`src/rtl/arch_restore_ctrl.sv`:
```
// arch_restore_ctrl: misprediction recovery sequencer.
// Copies the architectural map table into the rename map table in
// COPY_WIDTH-entry chunks. Retire is held and dispatch is stalled for the
// whole sequence, so the architectural table stays stable while it is copied.
//
// Restore handshake (valid/ready):
//   A chunk transfers on a rising clock edge where restore_valid and
//   restore_ready are both 1. restore_valid depends only on state, never on
//   restore_ready, and once raised it stays high with restore_base and
//   restore_data unchanged until that chunk has transferred. restore_ready
//   may toggle freely; a low cycle simply extends the copy by one cycle.
module arch_restore_ctrl #(
    parameter int N_ARCH_REG      = 32,
    parameter int N_PHYS_REG_BITS = 6,
    parameter int COPY_WIDTH      = 8
) (
    input  logic                                  clock,
    input  logic                                  reset,
    input  logic                                  mispredict_valid,
    input  logic [N_ARCH_REG*N_PHYS_REG_BITS-1:0] arch_maptable,
    input  logic                                  restore_ready,
    output logic                                  restore_valid,
    output logic [$clog2(N_ARCH_REG)-1:0]         restore_base,
    output logic [COPY_WIDTH*N_PHYS_REG_BITS-1:0] restore_data,
    output logic                                  restore_done,
    output logic                                  busy,
    output logic                                  dispatch_stall,
    output logic                                  retire_hold,
    output logic                                  overlap_err
);

    localparam int K          = N_ARCH_REG / COPY_WIDTH;
    localparam int CBITS      = (K > 1) ? $clog2(K) : 1;
    localparam int ABITS      = $clog2(N_ARCH_REG);
    localparam int CHUNK_BITS = COPY_WIDTH * N_PHYS_REG_BITS;
    localparam logic [CBITS-1:0] LAST_CHUNK = CBITS'(K - 1);

    // SETTLE gives the mispredicting branch's own retire one cycle to land
    // in the architectural table before the first chunk is read.
    typedef enum logic [1:0] {
        IDLE   = 2'd0,
        SETTLE = 2'd1,
        COPY   = 2'd2,
        DONE   = 2'd3
    } state_t;

    // state is kept as a named, typed signal so checkers can bind to it.
    state_t           state;
    logic [CBITS-1:0] chunk_cnt;
    logic             busy_r;
    logic             valid_r;
    logic             done_r;
    logic             overlap_r;

    // Sequencer FSM with registered status flags that track the next state.
    always_ff @(posedge clock or negedge reset) begin
        if (!reset) begin
            state     <= IDLE;
            chunk_cnt <= '0;
            busy_r    <= 1'b0;
            valid_r   <= 1'b0;
            done_r    <= 1'b0;
            overlap_r <= 1'b0;
        end else begin
            // A mispredict arriving mid-recovery is dropped but remembered.
            if (mispredict_valid && (state != IDLE)) begin
                overlap_r <= 1'b1;
            end
            case (state)
                IDLE: begin
                    if (mispredict_valid) begin
                        state  <= SETTLE;
                        busy_r <= 1'b1;
                    end
                end
                SETTLE: begin
                    state   <= COPY;
                    valid_r <= 1'b1;
                end
                COPY: begin
                    if (restore_ready) begin
                        if (chunk_cnt == LAST_CHUNK) begin
                            state     <= DONE;
                            chunk_cnt <= '0;
                            valid_r   <= 1'b0;
                            done_r    <= 1'b1;
                        end else begin
                            chunk_cnt <= chunk_cnt + CBITS'(1);
                        end
                    end
                end
                DONE: begin
                    state  <= IDLE;
                    busy_r <= 1'b0;
                    done_r <= 1'b0;
                end
                default: begin
                    state     <= IDLE;
                    chunk_cnt <= '0;
                    busy_r    <= 1'b0;
                    valid_r   <= 1'b0;
                    done_r    <= 1'b0;
                end
            endcase
        end
    end

    // Chunk window: base index and tags, forced to zero outside COPY.
    always_comb begin
        restore_base = '0;
        restore_data = '0;
        if (valid_r) begin
            restore_base = ABITS'(int'(chunk_cnt) * COPY_WIDTH);
            restore_data = arch_maptable[int'(chunk_cnt)*CHUNK_BITS +: CHUNK_BITS];
        end
    end

    assign restore_valid  = valid_r;
    assign restore_done   = done_r;
    assign busy           = busy_r;
    assign dispatch_stall = busy_r;
    assign retire_hold    = busy_r;
    assign overlap_err    = overlap_r;

endmodule

```
`config.mk`:
```
export PLATFORM = sky130hd
export DESIGN_NAME = arch_restore_ctrl
export DESIGN_NICKNAME = d
export VERILOG_FILES = /design/src/rtl/arch_restore_ctrl.sv
export SDC_FILE = /design/constraint.sdc
export NUM_CORES = 1
export LEC_CHECK = 0
export ABC_AREA = 1
export BUFFER_PORTS_ARGS = -buffer_cell sky130_fd_sc_hd__clkbuf_2
export CORE_MARGIN = 10
export CORE_UTILIZATION = 42
export CTS_CLUSTER_SIZE = 28
export DETAILED_ROUTE_END_ITERATION = 7
export MAX_ROUTING_LAYER = met4
export PLACE_DENSITY = 0.89
export SETUP_SLACK_MARGIN = 0.15
export SLEW_MARGIN = 25
export SYNTH_ARGS = -nofsm -noshare
export SYNTH_HDL_FRONTEND = slang
export SYNTH_SLANG_ARGS = --single-unit
```
`constraint.sdc`:
```
create_clock -name clock -period 2.3 [get_ports clock]
set_input_delay 0.345 -clock clock [delete_from_list [all_inputs] [get_ports clock]]
set_output_delay 0.345 -clock clock [all_outputs]
set_load 0.005 [all_outputs]
```
==> metrics, run 1 <==
critical path launch point type flip-flop; HPWL after DPL 9.77 mm; Post-Syn Area 2850 um^2; GRT Util Overall 0.213; Max Cap Viol 0; FF+latch count, synth 8; Worst Setup Slack, final 0.284 ns; Slew Limit Fails 0; CORE AREA 6460 um^2; H-tree levels 1; layout cells sized above 1 0.313; site row count 29; XOR/XNOR share of the synthesized area 0; DRT antenna net count 0; Synthesis Warnings 0; final hold vios 0; sequential cell area fraction in the yosys report 0.0703; area share of fa/ha/maj cells after synthesis 0.0264; Synth cell types 17; Placed Cells 921; clock buffer depth 2; wire per inst 13.0 um; complex-gate fraction of the synthesized area 0.0975; crit path from chunk_cnt[1]$_DFFE_PN0P_; number of DRC markers in iteration 0 195; largest family of logic cells by synthesized area simple AND/OR/NAND/NOR gates; total CTS buffers 3; Ports 255; post-layout util 0.636; drt first pass iters 5; setup bufs post-CTS 0; Pwr per Cell Area 930 nW/um^2; hold path startpoint mispredict_valid; Worst Path Max Fanout 36; CTS tree yes; CTS clock-pin slew for the worst setup and hold paths 0.04 ns; HP Class input pin to flip-flop; kind of critical path flip-flop to primary output; Layout area overhead 44.1%; Avg Vias per Cell 4.52; initial antenna violation count 0; PortBufs 251; Die H 102 um; CP required 1.96 ns; most frequent cells in the layout clkbuf_2, nand2_1, inv_1; die area 10500 um^2; Critical Path AT 1.67 ns; Critical R2R Launch chunk_cnt[0]$_DFFE_PN0P_; drt drc 0; Die X 102 um; Placed Area 4050 um^2; Simple-Gate Fraction of Synth Area 0.448; clk_skew 0.000334 ns; setup TNS 0 ns; Post-Layout Inst Area 4110 um^2; vias in the first global route 3912; Hold Slack 0.393 ns; minimum clock period 2.02 ns; total power 3.82 mW; RSZ-0062 raised after global routing false; Mapped Cells 625; outcome complete, no violations; multiplexer area fraction after synthesis 0; Routability Congestion 0.952; Static Leakage 3.11 nW; Final period util 0.877; final cell count without fillers 926; Initial Util 0.441; pre-CTS setup slack 0.549 ns; CTS sink cnt 8; Syn Area/Cell 4.56 um^2; fillers 627; n_diodes 0; CP endpoint kind primary output; WL final 12.1 mm; most common cell after layout, fill and taps aside clkbuf_2; gr ovfl total 0; Worst VDD drop 0.000646 V; # setup viols final 0; routed vias 4181; largest net degree at the start of global routing 98; first-pass GRT wire length 18.0 mm; clk root buf clkbuf_8; nets 1052; Clk Latency, worst-skew pair 0.23 ns; fmax 496 MHz
==> repair_timing <==
item,in CTS,in global routing
setup endpoints to repair,0,0
resized for setup,0,0
hold buffers,1,0
hold endpoints to repair,8,0
==> cell type report <==
type	instances	area (um^2)	area share
multi-input combinational	372	1640	0.400
timing repair buffer	260	1350	0.329
inverter	205	769	0.187
sequential	8	203	0.0494
tap	77	96.3	0.0235
clock buffer	4	45.0	0.0110
==> where the power goes <==
part | switching [mW] | internal, mW | total (mW)
logic | 1.97 | 1.37 | 3.35
registers | 0.0919 | 0.201 | 0.293
clock network | 0.0593 | 0.120 | 0.180
==> kinds of logic (layout without fill, tap and decap cells) <==
kind of cell	count (synthesis)	after routing
AND/OR/NAND/NOR	308	308
flip-flops	8	8
buffers and inverters	247	469
AO/OA/AOI/OAI	55	55
other	1	3
adder cells (fa/ha/maj)	6	6
==> state kept, by name, indices dropped and copies added, names as in the netlist <==
signal / cells
chunk_cnt: 2
busy: 1
restore_valid: 1
restore_done: 1
overlap_err: 1
state: 2
==> per-layer routing <==
layer | vias to the layer above | wire length (um) | global-route usage
met5 | - | 0 | -
li1 | 2229 | - | -
met1 | 1727 | 4710 | 0.237
met2 | 211 | 5960 | 0.383
met3 | 14 | 1250 | 0.0459
met4 | 0 | 147 | 0.0390
==> critical path, stage by stage, from the launching register on <==
cell	delay, ns
dfrtp_2	0.53
buf_4	0.45
nand3_1	0.14
a21oi_1	0.16
clkbuf_2	0.15
==> path summary, 6_finish.rpt <==
check	end	slack (ns)	depth (start not counted)
hold / removal	overlap_err$_DFFE_PN0P_	0.39	3
hold reg to reg	overlap_err$_DFFE_PN0P_	0.48	1
max in group asynchronous	chunk_cnt[0]$_DFFE_PN0P_	1.59	2
setup / recovery	restore_data[22]	0.28	4
setup reg to reg	state[0]$_DFFE_PN0P_	0.82	7
min in group asynchronous	overlap_err$_DFFE_PN0P_	0.51	2
==> cells in the mapped netlist <==
cell,count,area (um^2)
clkbuf_1,11,41.3
conb_1,1,3.75
buf_2,12,60.1
buf_4,9,67.6
inv_2,2,7.51
a21oi_1,49,245
nor2_1,4,15.0
dfrtp_1,8,200
o21bai_1,1,7.51
buf_1,4,15.0
buf_6,5,56.3
o21ai_0,5,25.0
inv_1,203,762
clkbuf_2,1,5.00
nand2_1,207,777
nand3_1,97,485
ha_1,6,75.1
Note: power is estimated with default switching activity, not from simulation.
==> run 2, diff against run 1 <==
- CORE_UTILIZATION: 42 -> 35
- CTS_CLUSTER_DIAMETER: not set -> 60
- PLACE_DENSITY: 0.89 -> 0.76
==> run 2 against run 1 <==
- count of clock-buffer cells in the layout unchanged
- total power down 1.2%
- worst setup slack better by 0.071 ns
- final area up 0.58%
==> metrics, run 2 (synthesis gave the netlist of run 1 again) <==
outcome complete, no violations; hold worst-path end overlap_err$_DFFE_PN0P_; Post-Layout Inst Area 4130 um^2; Switch Pwr 2.09 mW; Initial Util 0.365; Critical Path AT 1.60 ns; Die H 110 um; worst hold stages 3; HPWL after DPL 9.63 mm; fmax 514 MHz; sw frac 0.553; total CTS buffers 3; Tightest Pin Transition 0.569 ns; PortBufs 251; CORE AREA 7810 um^2; Max Cap Viol 0; n_diodes 0; fillers 858; drt drc 0; setup TNS 0 ns; Worst Path Max Fanout 50; HP Class input pin to flip-flop; # setup viols final 0; initial antenna violation count 0; Clk Latency, worst-skew pair 0.23 ns; cell-internal power 1.69 mW; routed vias 4112; crit path from chunk_cnt[1]$_DFFE_PN0P_; Worst R2R End state[0]$_DFFE_PN0P_; largest net degree at the start of global routing 61; clk root buf clkbuf_8; CTS tree yes; cell depth of the worst flop-to-flop path 7; Worst Setup Slack, final 0.355 ns; Die X 110 um; GRT Util Overall 0.181; drt first pass iters 4; wire per inst 12.7 um; most common cell after layout, fill and taps aside clkbuf_2; CTS sink cnt 8; RSZ-0062 raised after global routing false; nets 1051; Hold Slack 0.361 ns; CP endpoint kind primary output; Routability Congestion 0.866; most frequent cells in the layout clkbuf_2, nand2_1, inv_1; layout cells sized above 1 0.313; Comb power frac 0.886; FF-to-FF setup slack 0.64 ns; Pwr per Cell Area 913 nW/um^2; final hold vios 0; Static Leakage 3.11 nW; minimum clock period 1.94 ns; Slew Limit Fails 0; clock buffer depth 2; Placed Area 4080 um^2; Ports 255; kind of critical path flip-flop to primary output; Final period util 0.846; first-pass GRT wire length 17.6 mm; Worst VDD drop 0.000462 V; CP required 1.96 ns; gr ovfl total 0; DRT antenna net count 0; H-tree levels 1; hold path startpoint mispredict_valid; site row count 32; critical path launch point type flip-flop; vias in the first global route 3671; pre-CTS setup slack 0.583 ns; Max-slew headroom 0.621; WL final 12.1 mm; Layout area overhead 45.0%; Seq pwr share 0.067; CTS clock-pin slew for the worst setup and hold paths 0.04 ns; clk_skew 0.00163 ns; largest registers chunk_cnt: 2 flops, state: 2 flops; number of DRC markers in iteration 0 176; Clock power frac 0.048; Critical R2R Launch chunk_cnt[1]$_DFFE_PN0P_; Avg Vias per Cell 4.33; die area 12100 um^2
==> run 2: how the worst max path moves through the flow <==
stage / to / slack, ns / cells after the start
finish: restore_data[32] / 0.36 / 4
global route: restore_data[9] / 0.25 / 5
CTS: restore_data[32] / 0.32 / 4
detailed placement: restore_data[32] / 0.58 / 4
global placement: restore_data[32] / 0.58 / 4
floorplan: restore_data[18] / 0.87 / 5
==> run 2: what timing repair did <==
item                                    4_1_cts  5_1_grt
resized for setup                             0        0
setup buffers                                 0        0
endpoints found under the setup margin        0        0
hold buffers                                  1        0
hold endpoints to repair                      8        0
==> run 2: cell type report <==
cell class	instances	area, um^2	area share
clock buffer	4	45.0	0.0109
inverter	205	769	0.186
multi-input combinational	372	1640	0.397
sequential	8	203	0.0491
tap	102	128	0.0309
timing repair buffer	259	1340	0.325
==> run 2: layer usage <==
metal,part of all wire,up-vias,wire length [um],track usage
met1,0.41,1700,4980,0.224
met4,0.0041,0,49,0.0202
met5,0,-,0,-
li1,-,2227,-,-
met3,0.10,7,1250,0.0313
met2,0.48,178,5800,0.310
==> run 2: critical path, stage by stage (launching register included) <==
cell	delay (ns)
dfrtp_2	0.35
buf_4	0.47
nand3_1	0.21
a21oi_1	0.18
clkbuf_2	0.14
==> run 2: power groups by stage <==
| stage | combinational [mW] | clock, mW | sequential [mW] |
|---|---|---|---|
| final | 3.34 | 0.180 | 0.252 |
| after global routing | 3.80 | 0.188 | 0.261 |
| after CTS | 3.39 | 0.184 | 0.252 |
| after detailed placement | 3.37 | 0 | 0.254 |
| after global placement | 3.37 | 0 | 0.252 |
| after floorplan | 2.24 | 0 | 0.238 |
==> run 2: through the flow <==
step / instances / total power [mW] / util
detailed placement: 945 / 3.62 / 0.522
floorplan: 627 / 2.48 / -
finish: 950 / 3.77 / 0.529
CTS: 950 / 3.82 / 0.529
global route: 950 / 4.24 / 0.529
global placement: 945 / 3.62 / 0.522
